[config.mk]
export PLATFORM = sky130hd
export DESIGN_NAME = mul_share_arb
export DESIGN_NICKNAME = d
export VERILOG_FILES = /design/src/rtl/mul_share_arb.sv
export SDC_FILE = /design/constraint.sdc
export NUM_CORES = 1
export LEC_CHECK = 0
export ABC_AREA = 1
export ABC_CLOCK_PERIOD_IN_PS = 2100
export BUFFER_PORTS_ARGS = -buffer_cell sky130_fd_sc_hd__buf_2
export CORE_ASPECT_RATIO = 2
export CORE_UTILIZATION = 45
export CTS_CLUSTER_DIAMETER = 120
export DETAILED_ROUTE_END_ITERATION = 8
export PLACE_DENSITY = 0.77
export SLEW_MARGIN = 20
export SYNTH_ARGS = -nofsm -noshare
export SYNTH_HDL_FRONTEND = slang
export SYNTH_SLANG_ARGS = --single-unit
[constraint.sdc]
create_clock -name clk -period 2.1 [get_ports clk]
set_input_delay 0.315 -clock clk [delete_from_list [all_inputs] [get_ports clk]]
set_output_delay 0.315 -clock clk [all_outputs]
set_load 0.01 [all_outputs]
[src/rtl/mul_share_arb.sv]
// mul_share_arb: round-robin arbiter sharing one sequential multiplier among
// N_REQ requesters. The winner's operands are registered and handed to the
// multiplier with a one-cycle start pulse. The product is returned with a
// one-cycle done pulse. Optional watchdog: define MUL_SHARE_ARB_TIMEOUT_EN.
module mul_share_arb #(
  parameter int DP_WIDTH = 5,
  parameter int N_REQ    = 4,
  parameter int IDX_W    = 2
) (
  input  logic                      clk,
  input  logic                      reset,
  input  logic [N_REQ-1:0]          req,
  input  logic [N_REQ*DP_WIDTH-1:0] opa,
  input  logic [N_REQ*DP_WIDTH-1:0] opb,
  output logic [N_REQ-1:0]          gnt,
  output logic [N_REQ-1:0]          done,
  output logic [2*DP_WIDTH-1:0]     result,
  output logic                      err,
  output logic                      busy,
  output logic                      mul_start,
  output logic [DP_WIDTH-1:0]       mul_multiplier,
  output logic [DP_WIDTH-1:0]       mul_multiplicand,
  input  logic [2*DP_WIDTH-1:0]     mul_product,
  input  logic                      mul_ready
);

  localparam logic [2:0] IDLE      = 3'd0;
  localparam logic [2:0] ISSUE     = 3'd1;
  localparam logic [2:0] WAIT_LOW  = 3'd2;
  localparam logic [2:0] WAIT_DONE = 3'd3;
  localparam logic [2:0] RESP      = 3'd4;

  // One extra bit so rr + offset can exceed N_REQ-1 before wrapping.
  localparam int CW = IDX_W + 1;

  logic [2:0]          state;
  logic [IDX_W-1:0]    idx;
  logic [IDX_W-1:0]    rr;
  logic [IDX_W-1:0]    winner;
  logic                found;
  logic [CW-1:0]       cand;
  logic [DP_WIDTH-1:0] sel_a;
  logic [DP_WIDTH-1:0] sel_b;
  logic [N_REQ-1:0]    idx_onehot;

`ifdef MUL_SHARE_ARB_TIMEOUT_EN
  localparam int WD_LIMIT = 4 * DP_WIDTH + 4;
  localparam int WD_W     = $clog2(WD_LIMIT + 1);

  logic [WD_W-1:0] wdog;
  logic            wdog_hit;
  logic            err_q;

  assign wdog_hit = (wdog == WD_W'(WD_LIMIT));
  assign err      = err_q;
`else
  assign err = 1'b0;
`endif

  // Pick the first requester at or after the round-robin pointer, wrapping.
  always_comb begin
    winner = '0;
    found  = 1'b0;
    cand   = '0;
    for (int k = 0; k < N_REQ; k++) begin
      cand = {1'b0, rr} + CW'(k);
      if (cand >= CW'(N_REQ)) begin
        cand = cand - CW'(N_REQ);
      end
      if (!found && req[cand[IDX_W-1:0]]) begin
        found  = 1'b1;
        winner = cand[IDX_W-1:0];
      end
    end
  end

  assign sel_a      = opa[winner*DP_WIDTH +: DP_WIDTH];
  assign sel_b      = opb[winner*DP_WIDTH +: DP_WIDTH];
  assign idx_onehot = {{(N_REQ-1){1'b0}}, 1'b1} << idx;

  // Pulses are decoded from registered state only, so they are glitch-free.
  assign busy      = (state != IDLE);
  assign mul_start = (state == ISSUE);
  assign gnt       = (state == ISSUE) ? idx_onehot : '0;
  assign done      = (state == RESP)  ? idx_onehot : '0;

`ifdef MUL_SHARE_ARB_TIMEOUT_EN
  // Watchdog restarts at each issue and counts while the multiplier is busy.
  always_ff @(posedge clk or negedge reset) begin
    if (!reset) begin
      wdog <= '0;
    end else if (state == ISSUE) begin
      wdog <= '0;
    end else if ((state == WAIT_LOW || state == WAIT_DONE) && !wdog_hit) begin
      wdog <= wdog + 1'b1;
    end
  end
`endif

  // Arbitration FSM: grant, start the multiplier, follow ready low then high.
  always_ff @(posedge clk or negedge reset) begin
    if (!reset) begin
      state            <= IDLE;
      idx              <= '0;
      rr               <= '0;
      result           <= '0;
      mul_multiplier   <= '0;
      mul_multiplicand <= '0;
`ifdef MUL_SHARE_ARB_TIMEOUT_EN
      err_q            <= 1'b0;
`endif
    end else begin
      case (state)
        IDLE: begin
          if (found && mul_ready) begin
            idx              <= winner;
            mul_multiplier   <= sel_a;
            mul_multiplicand <= sel_b;
            state            <= ISSUE;
          end
        end
        ISSUE: begin
          rr    <= (idx == IDX_W'(N_REQ - 1)) ? '0 : idx + 1'b1;
          state <= WAIT_LOW;
`ifdef MUL_SHARE_ARB_TIMEOUT_EN
          err_q <= 1'b0;
`endif
        end
        WAIT_LOW: begin
          if (!mul_ready) begin
            state <= WAIT_DONE;
          end
`ifdef MUL_SHARE_ARB_TIMEOUT_EN
          if (wdog_hit) begin
            result <= '0;
            err_q  <= 1'b1;
            state  <= RESP;
          end
`endif
        end
        WAIT_DONE: begin
          if (mul_ready) begin
            result <= mul_product;
            state  <= RESP;
`ifdef MUL_SHARE_ARB_TIMEOUT_EN
            err_q  <= 1'b0;
          end else if (wdog_hit) begin
            result <= '0;
            err_q  <= 1'b1;
            state  <= RESP;
`endif
          end
        end
        RESP: begin
          state <= IDLE;
        end
        default: begin
          state <= IDLE;
        end
      endcase
    end
  end

endmodule

# Yosys cells after proc, flatten, opt, wreduce, memory -nomap -nowiden
# Cells that the tools add are included.
# totals
inputBits	57
word_cells	73
output_inout_bits	31
ff_bits	27
# classes
n_eq_ne	8
n_mul	1
magnitude_cmp	8
n_mux	27
shifts	3
reduce_logical	12
add_sub_neg	8
# ops
op	count
$shiftx A20 B6 Y5	2
$mux W2	9
$lt A2 B3 Y1 const B	4
$pmux W3 S4	1
$ge A3 B3 Y1 const B	3
$mux W3	3
$bmux W1 S2	4
$mux W1	8
$mux W4	2
$sub A2 B1 Y2 const B	4
$add A2 B2 Y3 const B	2
$eq A3 B2 Y1 const B	2
$ne A2 B2 Y1 const B	3
$mul A2 B3 Y5 const B	1
$logic_and A1 B1 Y1	4
$reduce_and A2 Y1	2
$shl A1 B2 Y4 const A	1
$add A2 B1 Y3 const B	1
$eq A3 B1 Y1 const B	1
$eq A3 B3 Y1 const B	1
$ge A2 B3 Y1 const B	1
$logic_not A1 Y1	3
$logic_not A3 Y1	1
$reduce_and A3 Y1	1
other kinds (3)	3

# Longest topological paths before layout
# logic_depth
depth_word	17
mapped_depth	16
depth_no_buf	14

# Worst setup path before layout
# Ideal clock, no wire load.
# synth_timing
kind	register to register
from	register rr[0]
to	register mul_multiplier[4]
n_path_buf	2
stages_incl_launch_ff	15
setup_time_ns	0.116
arrival_ns	1.549
period_less_slack_ns	1.665
required_time_ns	1.984
slack_ns	0.435
cell_sequence	dfrtp_1 buf_6 inv_6 nand2_1 nand3_2 nand2_4 nor2_8 nand3_4 nand3_4 buf_8 nand2_2 nand3_2 nand2_1 nand2_1 nand2_1
# synth_via
elab_chain_len	16
elab_cells_between_ends	41
cone_classes	add/sub: 7; mul: 1; order compare: 4; shift: 1; mux: 20; reduce/logical: 8
# synth_rtl
element	line_no	source
start, declared	38	logic [IDX_W-1:0] rr;
start signal, assigned	123	rr <= (idx == IDX_W'(N_REQ - 1)) ? '0 : idx + 1'b1;
parallel branches: the longest is 16 deep, another holds $add A2 B1 Y3	--	
end signal, assigned	117	mul_multiplier <= sel_a;
end, declared	21	output logic [DP_WIDTH-1:0] mul_multiplier,
# Several ways; the timed one is not identified. The select of a mux whose other input is x is not followed.
# A chain may end at the register's enable or synchronous reset.

# Worst setup path after layout
# layout_timing
from	register rr[0]
to	register idx[0]
# layout_via
elab_chain_len	16
elab_cells_between_ends	39
cone_classes	add/sub: 7; order compare: 4; mux: 20; reduce/logical: 8
# layout_rtl
element	line_no	source
parallel branches: the longest is 16 deep, another holds $add A2 B1 Y3	--	
end signal, assigned	116	idx <= winner;
end, declared	37	logic [IDX_W-1:0] idx;
# Several ways; the timed one is not identified. The select of a mux whose other input is x is not followed.

==> impl_summary.txt <==
----------------------------------------------------
[GRT]
  Leftover overflow at the end of global routing ... 0
  Global-route wire length before repair ... 7620 um
  Maximum number of pins on one net before global-route repair ... 36
  Via count of the first global-routing pass ... 1931
  Number of antenna violations at the first check in global routing ... 0
  GRT Total Usage ... 20.6%

[STA]
  Max Clock Freq ... 526 MHz
  Total negative setup slack ... 0 ns
  Final-report max-slew violation count ... 0
  Time the final worst path needs with I/O delays and setup ... 1.90 ns
  Total of endpoints with negative setup slack in the final report ... 0
  Number of failing hold endpoints at the final stage ... 0
  Post-route clock period utilization ... 90.5%
  Setup Skew ... 0.00927 ns
  Worst Tran Pin Value ... 0.597 ns
  Unrepaired setup endpoints after global routing ... no
  Max_slew headroom ... 60.2%

[Clock network]
  Worst-path clk slew ... 0.10 ns
  H-Tree Depth ... 1
  Total clock sinks ... 27
  Number of buffers created by CTS ... 3
  Buffers inserted by post-CTS timing repair ... 0
  Max clock buf depth ... 2
  Root buffer cell ... clkbuf_8
  Worst skew pair latency ... 0.27 ns
  Post-cts hold buffer count ... 0
  Clock tree from TritonCTS ... yes

[Yosys]
  Number of distinct library cells after synthesis ... 28
  Sequential element share of the synthesized area ... 34.0%
  Most used standard cell by instance count after synthesis ... nand2_1
  Yosys top cell area share ... 34.0%
  Synthesized area ... 1990 sq um
  Top cell types by occurrence after synthesis ... nand2_1, inv_1, dfrtp_1, o21ai_1
  Number of flops mapped to enable cells by yosys ... 0
  Share of async-settable or async-resettable flops after synthesis ... 100%
  Top cells by area, synth ... dfrtp_1, nand2_1, inv_1, nand3_2, o21ai_1
  Biggest area consumer among synthesized cells ... dfrtp_1
  Synthesized flop and latch total ... 27
  Syn_nets ... 350
  Total of warnings raised by yosys ... 0
  Dominant synthesized flop cell ... dfrtp_1
  Count of mapped cells out of synthesis ... 289
  Syn avg cell area ... 6.88 sq um

[Critical path]
  Critical path buffer and inverter count ... 3
  Cell mode on critical path ... nand2_4
  Slowest cell on the critical path ... dfrtp_2
  Crit path largest cell delay ... 0.51 ns
  Worst endpoint required time ... 2.25 ns
  Kind of critical path ... reg2reg
  R2R Path End ... idx[0]
  Cell-by-cell listing of the critical path ... inv_6, nand2_1, nand3_2, nand2_4, nor2_8, nand3_4, nand2_2, inv_2, nand2_4, buf_4, o21ai_0
  CP max FO ... 11
  Crit start category ... flop
  Critical path launch point ... rr[0]
  Critical Path AT ... 2.05 ns
  Type of destination of the critical path ... flop
  Top cell family by delay on the critical path ... simple AND/OR/NAND/NOR gates
  Worst-case reg-to-reg path depth ... 11
  R2R setup slack ... 0.20 ns
  FF-to-FF Start ... rr[0]

[Floorplan]
  Die area ... 4710 sq um
  IO Pins ... 88
  Row count ... 33
  Die Y ... 96.0 um
  Starting density of the core ... 47.7%
  Die Wd ... 49.0 um
  Core outline area ... 4170 sq um

[Route]
  Number of optimization iterations in the first detailed-route pass ... 4
  Per-cell routed wire length ... 10.8 um
  Number of nets with antenna violations after detailed routing ... 0
  Total via count after detailed routing ... 2008
  Ratio of routed vias to standard cells ... 4.69
  DRC Markers ... 0
  Total routed wirelength ... 4640 um
  Iteration-0 DRC count of the detailed router ... 29

[Status]
  Status ... finished, final reports clean

[Cells and area]
  Fraction of final layout cells sized beyond drive strength 1 ... 34.0%
  Multi-input gate area in the final layout ... 1070 sq um
  Utilization after layout ... 60.1%
  Register area ... 677 sq um
  Area added between synthesis and finish ... 26.0%
  Nets ... 438
  Fill cell total of the finished layout ... 437
  # diodes ... 0

[Placed design]
  Port buffer count ... 86
  GP Congestion ... 0.845
  DP HPWL ... 3740 um

[Worst hold path]
  Hold WC Path Type ... in2async

[Power and ir drop]
  Static Leakage ... 1.57 nW
  Total power density per cell area ... 1560 nW/um^2
  Max rail drop VDD ... 1.04 mV
  Total power ... 3.90 mW

[Job]
  Number of violations of the max-capacitance limit ... 0

----------------------------------------------------
## cells by family (layout without fill, tap and decap cells)
group / Yosys count / in the layout / share of synthesized area (%)
AOI/OAI and AO/OA: 22 / 22 / 5.72
DFF: 27 / 27 / 34.0
other: 1 / 1 / 0.188
buffers and inverters: 59 / 144 / 13.6
adders and majority gates: 4 / 4 / 2.52
and+or+nand+nor: 176 / 178 / 44.0
## cells in the final DEF, fill, tap and decap left out
cell type	instances
buf_4	2
inv_2	3
dfrtp_1	26
nor3_1	1
o21ai_0	5
nand3_4	3
nand2_2	8
nand3_1	13
a211oi_1	1
nor2_4	2
nand4_1	6
inv_1	47
nor2_2	1
clkinv_1	1
a31oi_1	1
nor2_1	13
nand3_2	11
conb_1	1
clkinvlp_4	1
buf_2	86
inv_6	1
a21oi_1	1
nand2_1	114
clkbuf_8	3
nor2_8	1
o21ai_1	14
dfrtp_2	1
nand2_4	5
ha_1	4
## worst max path at each step
stage	to	slack, ns	cells past startpoint
CTS	mul_multiplier[4]	0.12	13
floorplan	mul_multiplier[4]	0.43	14
finish	idx[0]	0.20	11
global route	idx[0]	0.005	12
detailed placement	mul_multiplier[4]	0.01	13
global placement	mul_multiplier[4]	0.01	13
## flip-flops by register name, indices dropped and copies added (netlist names)
signal and count:
mul_multiplicand 5, mul_multiplier 5, rr 2, result 10
state 3, idx 2
## routing by layer
| metal | track usage [%] | up-vias | routed length [um] |
|---|---|---|---|
| li1 | - | 1058 | - |
| met1 | 19.7 | 882 | 1680 |
| met2 | 42.8 | 56 | 2710 |
| met3 | 1.90 | 12 | 126 |
| met4 | 8.58 | 0 | 119 |
| met5 | 0 | - | 0 |
## repair_timing
item                       4_1_cts  5_1_grt
pin swaps                        0        1
setup endpoints to repair        2       10
resized for setup                1        1
gates cloned                     0        2
## through the flow
stage / worst slack (ns) / hold slack (ns) / instance area [sq um] / std cells
3_3_place_gp: 0.0112 / 0.351 / 2430 / 422
3_5_place_dp: 0.0112 / 0.360 / 2430 / 422
6_report: 0.200 / 0.0386 / 2510 / 428
4_1_cts: 0.118 / 0.0595 / 2480 / 426
5_1_grt: 0.00450 / 0.0795 / 2510 / 428
2_1_floorplan: 0.435 / 0.0194 / 1990 / 289
## power by group
part           switching [mW]  total (mW)  internal (mW)  leakage (nW)
Sequential              0.173       0.936          0.763         0.337
Combinational            1.74        2.67          0.932          1.21
Clock                   0.163       0.298          0.135        0.0217
Total                    2.07        3.90           1.83          1.57
## area by class of cell
type	count	area share, %
Clock inverter	1	0.300
Clock buffer	3	1.65
Timing Repair Buffer	88	17.8
Multi-Input combinational cell	205	42.7
Sequential cell	27	27.0
Inverter	52	7.99
Tap cell	52	2.60
Note: power is estimated with default switching activity, not from simulation.
